==> src/rtl/sensor_link_scheduler.sv <==
// sensor_link_scheduler
//   Arbitrates eight 8-bit sensor channels (S1..S8) round-robin onto a shared
//   11-bit packet link, pacote = {id[2:0], data[7:0]}. Holds each packet until
//   the receiver accepts it, resending on request up to MAX_RETRIES times.
//
// Ports:
//   clk                 system clock, rising edge
//   rst                 synchronous active-high reset
//   req[7:0]            bit i: sensor S(i+1) has data (level, held until grant)
//   S1..S8[7:0]         sensor data, id 0 = S1 .. id 7 = S8
//   pacote_ok           receiver accepted current packet (pulse)
//   solicitar_reenvio   receiver asks for retransmission (pulse)
//   pacote[10:0]        {id, data}, stable from SEND until leaving WAIT
//   pacote_valido       1-cycle strobe while the packet is being sent
//   grant[7:0]          one-hot pulse: sensor request consumed
//   falha               pulse: packet dropped after retries exhausted
//   ocupado             high whenever not IDLE
//
// Optional feature (macro ACK_TIMEOUT_EN): a WAIT-cycle counter that treats
// TIMEOUT silent WAIT cycles as an implicit solicitar_reenvio.

`timescale 1ns/1ps

module sensor_link_scheduler #(
    parameter int unsigned MAX_RETRIES = 3,
    parameter int unsigned TIMEOUT     = 16
) (
    input  logic        clk,
    input  logic        rst,
    input  logic [7:0]  req,
    input  logic [7:0]  S1,
    input  logic [7:0]  S2,
    input  logic [7:0]  S3,
    input  logic [7:0]  S4,
    input  logic [7:0]  S5,
    input  logic [7:0]  S6,
    input  logic [7:0]  S7,
    input  logic [7:0]  S8,
    input  logic        pacote_ok,
    input  logic        solicitar_reenvio,
    output logic [10:0] pacote,
    output logic        pacote_valido,
    output logic [7:0]  grant,
    output logic        falha,
    output logic        ocupado
);

    typedef enum logic [1:0] {
        IDLE = 2'd0,
        SEND = 2'd1,
        WAIT = 2'd2
    } state_t;

    state_t      state;
    state_t      next_state;

    logic [3:0]  retry_cnt;
    logic [2:0]  ptr;
    logic [2:0]  sel_id;
    logic        sel_found;
    logic [2:0]  idx;
    logic [7:0]  s_data [8];

    logic        resend;
    logic        retry_left;
    logic        do_retry;
    logic        give_up;
    logic        accept;

    always_comb begin
        s_data[0] = S1;
        s_data[1] = S2;
        s_data[2] = S3;
        s_data[3] = S4;
        s_data[4] = S5;
        s_data[5] = S6;
        s_data[6] = S7;
        s_data[7] = S8;
    end

    // Round-robin search: start just above the last served id and wrap.
    always_comb begin
        sel_id    = ptr;
        sel_found = 1'b0;
        idx       = '0;
        for (int unsigned i = 1; i <= 8; i++) begin
            idx = 3'(ptr + 3'(i));
            if (!sel_found && req[idx]) begin
                sel_id    = idx;
                sel_found = 1'b1;
            end
        end
    end

`ifdef ACK_TIMEOUT_EN
    logic [7:0] wait_cnt;
    logic       timed_out;

    // wait_cnt counts WAIT cycles already completed, so the edge ending the
    // TIMEOUT-th silent WAIT cycle sees wait_cnt == TIMEOUT-1.
    always_comb begin
        timed_out = (state == WAIT) && (wait_cnt == 8'(TIMEOUT - 1));
        resend    = solicitar_reenvio || (timed_out && !pacote_ok);
    end

    always_ff @(posedge clk) begin
        if (rst) begin
            wait_cnt <= '0;
        end else if (state == SEND) begin
            wait_cnt <= '0;
        end else if (state == WAIT) begin
            wait_cnt <= wait_cnt + 8'd1;
        end
    end
`else
    always_comb begin
        resend = solicitar_reenvio;
    end
`endif

    // solicitar_reenvio (or timeout) takes priority over pacote_ok.
    always_comb begin
        retry_left = (retry_cnt < 4'(MAX_RETRIES));
        do_retry   = (state == WAIT) && resend && retry_left;
        give_up    = (state == WAIT) && resend && !retry_left;
        accept     = (state == WAIT) && !resend && pacote_ok;
    end

    // State register
    always_ff @(posedge clk) begin
        if (rst) begin
            state <= IDLE;
        end else begin
            state <= next_state;
        end
    end

    // Next-state logic
    always_comb begin
        next_state = state;
        case (state)
            IDLE: begin
                if (sel_found) begin
                    next_state = SEND;
                end
            end
            SEND: begin
                next_state = WAIT;
            end
            WAIT: begin
                if (do_retry) begin
                    next_state = SEND;
                end else if (give_up || accept) begin
                    next_state = IDLE;
                end
            end
            default: begin
                next_state = IDLE;
            end
        endcase
    end

    // Outputs decoded from state
    always_comb begin
        pacote_valido = (state == SEND);
        ocupado       = (state != IDLE);
    end

    // Packet, retry and arbitration datapath; grant/falha are registered so
    // they appear in the cycle ocupado falls.
    always_ff @(posedge clk) begin
        if (rst) begin
            pacote    <= '0;
            retry_cnt <= '0;
            ptr       <= 3'd7;
            grant     <= '0;
            falha     <= 1'b0;
        end else begin
            grant <= '0;
            falha <= 1'b0;
            if (state == IDLE && sel_found) begin
                pacote    <= {sel_id, s_data[sel_id]};
                retry_cnt <= '0;
            end
            if (do_retry) begin
                retry_cnt <= retry_cnt + 4'd1;
            end
            if (give_up || accept) begin
                grant <= 8'b1 << pacote[10:8];
                ptr   <= pacote[10:8];
                falha <= give_up;
            end
        end
    end

endmodule
==> config.mk <==
export PLATFORM = sky130hd
export DESIGN_NAME = sensor_link_scheduler
export DESIGN_NICKNAME = d
export VERILOG_FILES = /design/src/rtl/sensor_link_scheduler.sv
export SDC_FILE = /design/constraint.sdc
export NUM_CORES = 1
export LEC_CHECK = 0
export CAP_MARGIN = 20
export CORE_MARGIN = 1
export CORE_UTILIZATION = 47
export CTS_BUF_LIST = sky130_fd_sc_hd__clkbuf_16
export CTS_CLUSTER_DIAMETER = 60
export DETAILED_ROUTE_END_ITERATION = 7
export HOLD_SLACK_MARGIN = 0.12
export MAX_ROUTING_LAYER = met4
export PLACE_DENSITY = 0.92
export SLEW_MARGIN = 20
export SYNTH_ARGS = -nofsm -noshare
export SYNTH_HDL_FRONTEND = slang
export SYNTH_SLANG_ARGS = --single-unit
==> constraint.sdc <==
create_clock -name clk -period 7.7 [get_ports clk]
set_clock_uncertainty 0.05 [all_clocks]
set_input_delay 2.31 -clock clk [delete_from_list [all_inputs] [get_ports clk]]
set_output_delay 2.31 -clock clk [all_outputs]
set_load 0.1 [all_outputs]
# --- Word level (Yosys, flattened, before mapping) ---
# Index checks and enable logic that the tools add are counted.
word_totals:
  inputBits: 76
  ff_bits: 29
  wordCells: 100
classes:
  n_reduce_logical: 28
  bitwise: 2
  add_sub_neg: 8
  eq_ne: 4
  mux: 41
  n_lt_le_gt_ge: 10
  n_shift: 1
ops:
  columns: ["op", "count"]
  rows:
  - ["3-bit by 4-bit less-than comparator with 1-bit output, second input constant", 8]
  - ["1-bit binary-select mux with 3-bit select", 8]
  - ["8-bit binary-select mux with 3-bit select", 1]
  - ["3-bit two-way mux", 8]
  - ["1-bit two-way mux", 16]
  - ["8-bit two-way mux", 2]
  - ["1-bit logical AND", 13]
  - ["3-bit adder, second input constant", 4]
  - ["1-bit logical NOT", 9]
  - ["4-bit two-way mux", 2]
  - ["1-bit by 3-bit left shift with 8-bit output, first input constant", 1]
  - ["3-bit by 2-bit adder with 3-bit output, second input constant", 2]
  - ["2-bit two-way mux", 3]
  - ["2-bit case mux with 3 select lines", 1]
  - ["4-bit by 1-bit adder with 4-bit output, second input constant", 1]
  - ["4-bit >= comparator, second input constant", 1]
  - ["4-bit by 2-bit less-than comparator with 1-bit output, second input constant", 1]
  - ["3-bit inverter with 4-bit output", 1]
  - ["2-bit nonzero test", 2]
  - ["3-bit by 1-bit adder with 3-bit output, second input constant", 1]
  - ["3-bit by 2-bit != test with 1-bit output, second input constant", 1]
  - ["2-bit by 1-bit == test with 1-bit output, second input constant", 1]
  - ["2-bit == test, second input constant", 1]
  - ["2-bit logical NOT", 1]
  - ["other kinds (5)", 5]

# --- Longest topological paths before layout ---
# Gate-level depths: netlist of run 1.
depth:
  ltp_word: 29
  depth_mapped: 13
  ltp_nobuf: 10

# --- Worst setup path before layout of run 1 ---
# Ideal clock, no wire load.
synth_path:
  kind: "input -> register"
  from: "in req[2]"
  to: "reg pacote[6]"
  path_stages: 9
  path_buffers: 1
  arrival_time_ps: 5053
  t_required_ps: 7517
  slack_ps: 2465
  setup_ps: 133
  cell_sequence: "mux4_1 -> mux2_4 -> nor4b_4 -> a311oi_4 -> xnor2_4 -> buf_6 -> mux4_1 -> nor2_1 -> nor4_2"
synth_between:
  elab_chain_cells: 28
  elab_cells_between_ends: 51
  cone_classes: "mux (35); bitwise (1); reduce/logical (15)"
synth_lines:
  columns: ["item", "line_no", "rtl"]
  rows:
  - ["from (decl)", "30", "input logic [7:0] req,"]
  - ["1-bit binary-select mux with 3-bit select", "88", "if (!sel_found && req[idx]) begin"]
  - ["1-bit two-way mux (not written as such)", "88", null]
  - ["1-bit two-way mux", "88", null]
  - ["1-bit logical NOT", "88", null]
  - ["1-bit logical AND", "88", null]
  - ["1-bit two-way mux", "88", null]
  - ["1-bit logical NOT", "88", null]
  - ["1-bit logical AND", "88", null]
  - ["[... 11 more ...]", null, null]
  - ["1-bit logical AND", "88", null]
  - ["1-bit two-way mux", "88", null]
  - ["1-bit logical NOT", "88", null]
  - ["1-bit logical AND", "88", null]
  - ["3-bit two-way mux", "88", null]
  - ["3-bit inverter with 4-bit output (not written as such)", "182", "pacote <= {sel_id, s_data[sel_id]};"]
  - ["8-bit binary-select mux with 3-bit select", "182", null]
  - ["8-bit two-way mux (not written as such) (2 in series)", "182", null]
  - ["to (signal assigned)", "182", null]
  - ["to (decl)", "41", "output logic [10:0] pacote,"]
# Parallel ways exist; a longest one is shown, timed or not. The select of a mux whose other input is x is not followed.
# A chain may end at the register's enable or synchronous reset.

# --- Final worst setup path of run 1 ---
layout_path:
  from: "in req[2]"
  to: "reg pacote[3]"
# Same word-level chain as after synthesis.

==> results of run 1 <==
==> cells by family (layout without fill, tap and decap cells) <==
group | Yosys count | in the layout | share of synthesized area, %
buffers and inverters | 18 | 113 | 3.80
AO/OA/AOI/OAI | 36 | 36 | 12.4
XOR/XNOR | 4 | 4 | 2.30
flip-flops | 29 | 29 | 24.9
AND/OR/NAND/NOR | 90 | 90 | 21.4
multiplexers | 38 | 38 | 33.5
adder cells (fa/ha/maj) | 3 | 3 | 1.61
==> worst reg2reg max path: stages, from the launching register on <==
cell and delay (ns):
dfxtp_1 0.69, inv_1 0.37, ha_1 0.65, mux4_1 0.49
mux2_4 0.38, nor4b_4 0.48, a311oi_4 0.21, xnor2_4 0.63
mux4_1 0.67, nor3_1 0.29, nor4_2 0.09
==> how the worst max path moves through the flow <==
stage / end / slack (ns)
floorplan: pacote[6] / 2.46
global placement: pacote[3] / 1.53
detailed placement: pacote[7] / 1.42
CTS: pacote[3] / 1.66
global route: pacote[3] / 1.47
finish: pacote[3] / 1.61
==> final cells by class <==
cell class,count,area (um^2),area share [%]
Inverter,8,30.0,0.866
Timing Repair Buffer,97,971,28.0
Clock buffer,5,125,3.61
Tap cell,67,83.8,2.42
Sequential cell,29,581,16.7
Multi-Input combinational cell,171,1670,48.0
Clock inverter,3,11.3,0.325
==> synthesized netlist by cell type, types with 4 or more instances <==
| master | n | share of area (%) |
|---|---|---|
| a21oi_1 | 11 | 2.4 |
| and3_1 | 4 | 1.1 |
| buf_2 | 5 | 1.1 |
| dfxtp_1 | 29 | 25 |
| inv_1 | 8 | 1.3 |
| mux2i_1 | 7 | 3.0 |
| mux4_1 | 17 | 19 |
| mux4_2 | 9 | 8.7 |
| nand2_1 | 10 | 1.6 |
| nand2b_1 | 5 | 1.3 |
| nand3_1 | 5 | 1.1 |
| nor2_1 | 35 | 5.6 |
| nor3_1 | 11 | 2.4 |
| nor4_2 | 6 | 3.2 |
| o221ai_1 | 4 | 1.5 |
==> flip-flops by register name, summed over array words and instances (netlist names) <==
name       flops
falha          1
grant          8
pacote        11
ptr            3
retry_cnt      4
state          2
==> power by group through the flow <==
stage | Combinational (mW) | Sequential (mW) | Clock [mW]
final | 0.305 | 0.175 | 0.174
after detailed placement | 0.301 | 0.177 | 0
after CTS | 0.303 | 0.174 | 0.176
after floorplan | 0.151 | 0.242 | 0
after global routing | 0.319 | 0.176 | 0.182
after global placement | 0.294 | 0.176 | 0
==> metrics by stage <==
| stage | setup slack, ns | utilization [%] | area, um^2 |
|---|---|---|---|
| 6_report | 1.61 | 72.9 | 3470 |
| 5_1_grt | 1.47 | 72.9 | 3470 |
| 4_1_cts | 1.66 | 72.9 | 3470 |
| 3_5_place_dp | 1.42 | 70.1 | 3330 |
| 3_3_place_gp | 1.53 | 70.1 | 3330 |
| 2_1_floorplan | 2.46 | - | 2330 |
==> routing by layer <==
layer | part of all wire [%] | track usage (%)
met5 | 0 | -
met4 | 2.2 | 8.71
met3 | 5.9 | 5.28
met2 | 52 | 44.4
met1 | 40 | 30.9
==> out/results.ini, run 1 <==
[pwr]
leakagePower_nw=1.34
share_seq_of_total_power_pct=26.7
power_density_nw_per_um2=189
fin_total_pwr_mw=0.654
intPower_mw=0.408
vdd.ir_drop.worst_uv=121
clockPowerShare_pct=26.7
sw_frac_of_total_pct=37.7
p_sw_mw=0.247
pwr-share-comb_pct=46.6

[global_route]
grt_pass1_wl_um=10000
groute.usage.overall_pct=26.1
grt_pass1_vias=2094
antenna_found_initial=0
overflow=0
grt_max_degree=18

[worst_hold_path]
min-delay-start=retry_cnt[1]
min_path_cells=2
min_path_type=flip-flop to flip-flop
hold-path-endpoint=retry_cnt[1]

[sta]
timing.fmax_ghz=0.164
hold_viol_final=0
setup_tns_ns=0
slew_viol_final=0
whs_ns=0.434
worst_pin_slew_ns=1.01
finalCritPeriodShare_pct=79.1
setup_viol=0
slew_headroom_pct=32.5
rsz0062_at_grt=false
min_period_ns=6.09

[critical_path]
crit_start=req[2]
critPathLaunchType=input pin
r2r_end=pacote[3]
crit_fanout=17
rrSetupSlack_ns=2.57
cp_slowest_cell=mux4_1
crit_family=multiplexers
cpMostUsedCell=mux4_1
cpPeakStageDelay_ns=0.66
worstPathRequired_ns=7.77
worstPathCellList=clkdlybuf4s50_1, mux4_1, mux2_4, nor4b_4, a311oi_4, xnor2_4, mux4_1, nor3_1, nor4_2
regToRegStartpoint=ptr[0]
critPathArrivalTime_ns=6.16
reg2reg_depth=10
endpoint_kind=flip-flop
cp.depth=9
worst-path-buf-inv=1
crit_type=input pin to flip-flop

[detailed_routing]
via_per_inst=5.95
detail_route.wl_per_cell_um=17.7
wl_um=6740
vias=2261
drt_iter0_markers=148
antenna_left=0
firstDrtPassIters=4
drc_errors=0

[synthesis]
synth_cells=218
synthFlopType=dfxtp_1
async_flop_share_pct=0
synth_cell_type_count=47
yosys_warnings=0
synth-edff-count=0
netlist_area_um2=2330
ys_ff_latch=29
avgSynthCellArea_um2=10.7
syn-num-nets=297
ys_seq_area_share_pct=24.9

[place]
port_buffers=97
gp_congestion=0.845
placedCellCount=372
dp_hpwl_um=5150

[clock_tree]
cts_root_buf=clkbuf_16
cts_buffers=5
htreeDepth=2
cts_tree=done
clockBufferDepth=2
holdBufCountCts=0
cts.clk_slew.worst_paths_ns=0.05
clk_latency_ns=0.27
cts_setup_buffers=0
cts.sinks=29
post_cts_resized=0

[floorplanning]
fp.dieH_um=72.5
ios=98
row_count=25
core-area_um2=4750
die_w_um=72.5
fp.dieArea_um2=5250
initial_core_util_pct=49.1

[finish]
antenna_cells=0
finalNonFillerCells=380
nets=391
layout_commonest_cell=clkdlybuf4s50_1
syn2layout_area_growth_pct=48.5
fill_cells=353
drive_above_1_share_pct=12.5
final_cell_mix=clkdlybuf4s50_1 (97), nor2_1 (35), dfxtp_1 (29), mux4_1 (17)

[status]
outcome=completed

[run]
drv_cap=0

Note: power is estimated with default switching activity, not from simulation.
==> run 2, diff against run 1 <==
CORE_UTILIZATION = 39   (was 47)
PLACE_DENSITY = 0.82   (was 0.92)
clock period = 5.4 ns   (was 7.7 ns; I/O delays follow)
==> run 2 against run 1 <==
  * Combinational power rose by 47%
  * Non-clock buffer count rose by 7
  * Flip-flop and latch count did not move
  * Utilization fell by 10 points
  * Sequential share of layout area fell by 0.32 points
==> out/results.ini, run 2 (synthesis gave the netlist of run 1 again) <==
[status]
outcome=completed

[critical_path]
critPathLaunchType=input pin
crit_fanout=17
crit_type=input pin to flip-flop
worstPathRequired_ns=5.47
endpoint_kind=flip-flop
critPathArrivalTime_ns=4.93

[global_route]
overflow=0
antenna_found_initial=0
groute.usage.overall_pct=21.7
grt_pass1_vias=2148
grt_max_degree=18
grt_pass1_wl_um=10200

[floorplanning]
row_count=27
die_w_um=79.4
ios=98
fp.dieArea_um2=6300
initial_core_util_pct=41.4
fp.dieH_um=79.4
core-area_um2=5640

[pwr]
sw_frac_of_total_pct=37.3
leakagePower_nw=1.37
pwr-share-comb_pct=47.3
share_seq_of_total_power_pct=26.1
clockPowerShare_pct=26.6
p_sw_mw=0.354
power_density_nw_per_um2=268
vdd.ir_drop.worst_uv=183
intPower_mw=0.594

[detailed_routing]
wl_um=6520
drt_iter0_markers=81
firstDrtPassIters=4
detail_route.wl_per_cell_um=16.7
vias=2225
drc_errors=0
via_per_inst=5.69
antenna_left=0

[finish]
layout_commonest_cell=clkdlybuf4s50_1
antenna_cells=0
final_cell_mix=clkdlybuf4s50_1 (97), nor2_1 (35), dfxtp_1 (29), mux4_1 (17)
fill_cells=453
largest_registers=pacote: 11 flops, grant: 8 flops, retry_cnt: 4 flops
largest_reg_flops=11
syn2layout_area_growth_pct=51.4
regMostFlops=pacote
drive_above_1_share_pct=14.4
nets=398

[sta]
setup_tns_ns=0
worst_pin_slew_ns=1.00
whs_ns=0.434
slew_headroom_pct=33.1
hold_viol_final=0
setup_viol=0
timing.fmax_ghz=0.206
min_period_ns=4.86
finalCritPeriodShare_pct=89.9
rsz0062_at_grt=false
slew_viol_final=0

[clock_tree]
htreeDepth=2
cts_setup_buffers=0
cts.sinks=29
cts_tree=done
clk_latency_ns=0.27
cts_buffers=5
cts_root_buf=clkbuf_16
cts.clk_slew.worst_paths_ns=0.05
post_cts_resized=0
clockBufferDepth=2
holdBufCountCts=0

[place]
dp_hpwl_um=5130
port_buffers=97
gp_congestion=0.884

[run]
drv_cap=0

[worst_hold_path]
min_path_type=flip-flop to flip-flop

## run 2: cell types whose count changed in the layout (fill, tap and decap cells not counted)
cell,delta
buf_4,+6
clkinv_1,+1
buf_12,+1
inv_1,-2
## run 2: power groups by stage
| stage | sequential (mW) | clock (mW) | combinational (mW) |
|---|---|---|---|
| 2_1_floorplan | 0.346 | 0 | 0.215 |
| 3_3_place_gp | 0.250 | 0 | 0.440 |
| 3_5_place_dp | 0.251 | 0 | 0.448 |
| 4_1_cts | 0.247 | 0.255 | 0.450 |
| 5_1_grt | 0.250 | 0.266 | 0.472 |
| 6_report | 0.248 | 0.252 | 0.448 |
## run 2: worst max-delay path, cell delays in order
cell and delay [ns]:
clkdlybuf4s50_1 0.49, mux4_2 0.57, mux2_4 0.34, o41ai_2 0.48, a311oi_4 0.11, xnor2_4 0.18, buf_12 0.19, mux4_1 0.56
nor3_1 0.27, nor4_2 0.10
## run 2: metrics by stage
step	total power, mW	instances	utilization [%]	area [um^2]	worst slack, ns
floorplan	0.561	218	-	2330	0.855
global placement	0.690	384	60.3	3400	0.355
detailed placement	0.699	384	60.3	3400	0.262
CTS	0.953	391	62.7	3530	0.532
global route	0.988	391	62.7	3530	0.360
finish	0.947	391	62.7	3530	0.543
## run 2: cell type report
type	instances	area, um^2	area share, %
Multi-Input combinational cell	171	1670	47.1
Timing Repair Buffer	104	1040	29.3
Sequential cell	29	581	16.4
Clock buffer	5	125	3.54
Tap cell	72	90.1	2.55
Inverter	8	30.0	0.850
Clock inverter	2	7.51	0.212
## run 2: path summary, 6_finish.rpt
path | endpoint | depth (start not counted) | slack (ns) | from
hold reg to reg | retry_cnt[3] | 1 | 0.43 | retry_cnt[3]
hold / removal | retry_cnt[3] | 1 | 0.43 | retry_cnt[3]
setup / recovery | pacote[7] | 10 | 0.54 | req[4]
setup reg to reg | pacote[7] | 11 | 0.82 | ptr[0]
## run 2: per-layer routing
layer	global-route usage (%)	share of wire (%)	wire length [um]
met1	26.8	42	2720
met2	36.5	52	3410
met5	-	0	0
met4	6.73	1.4	89
met3	3.54	4.7	308
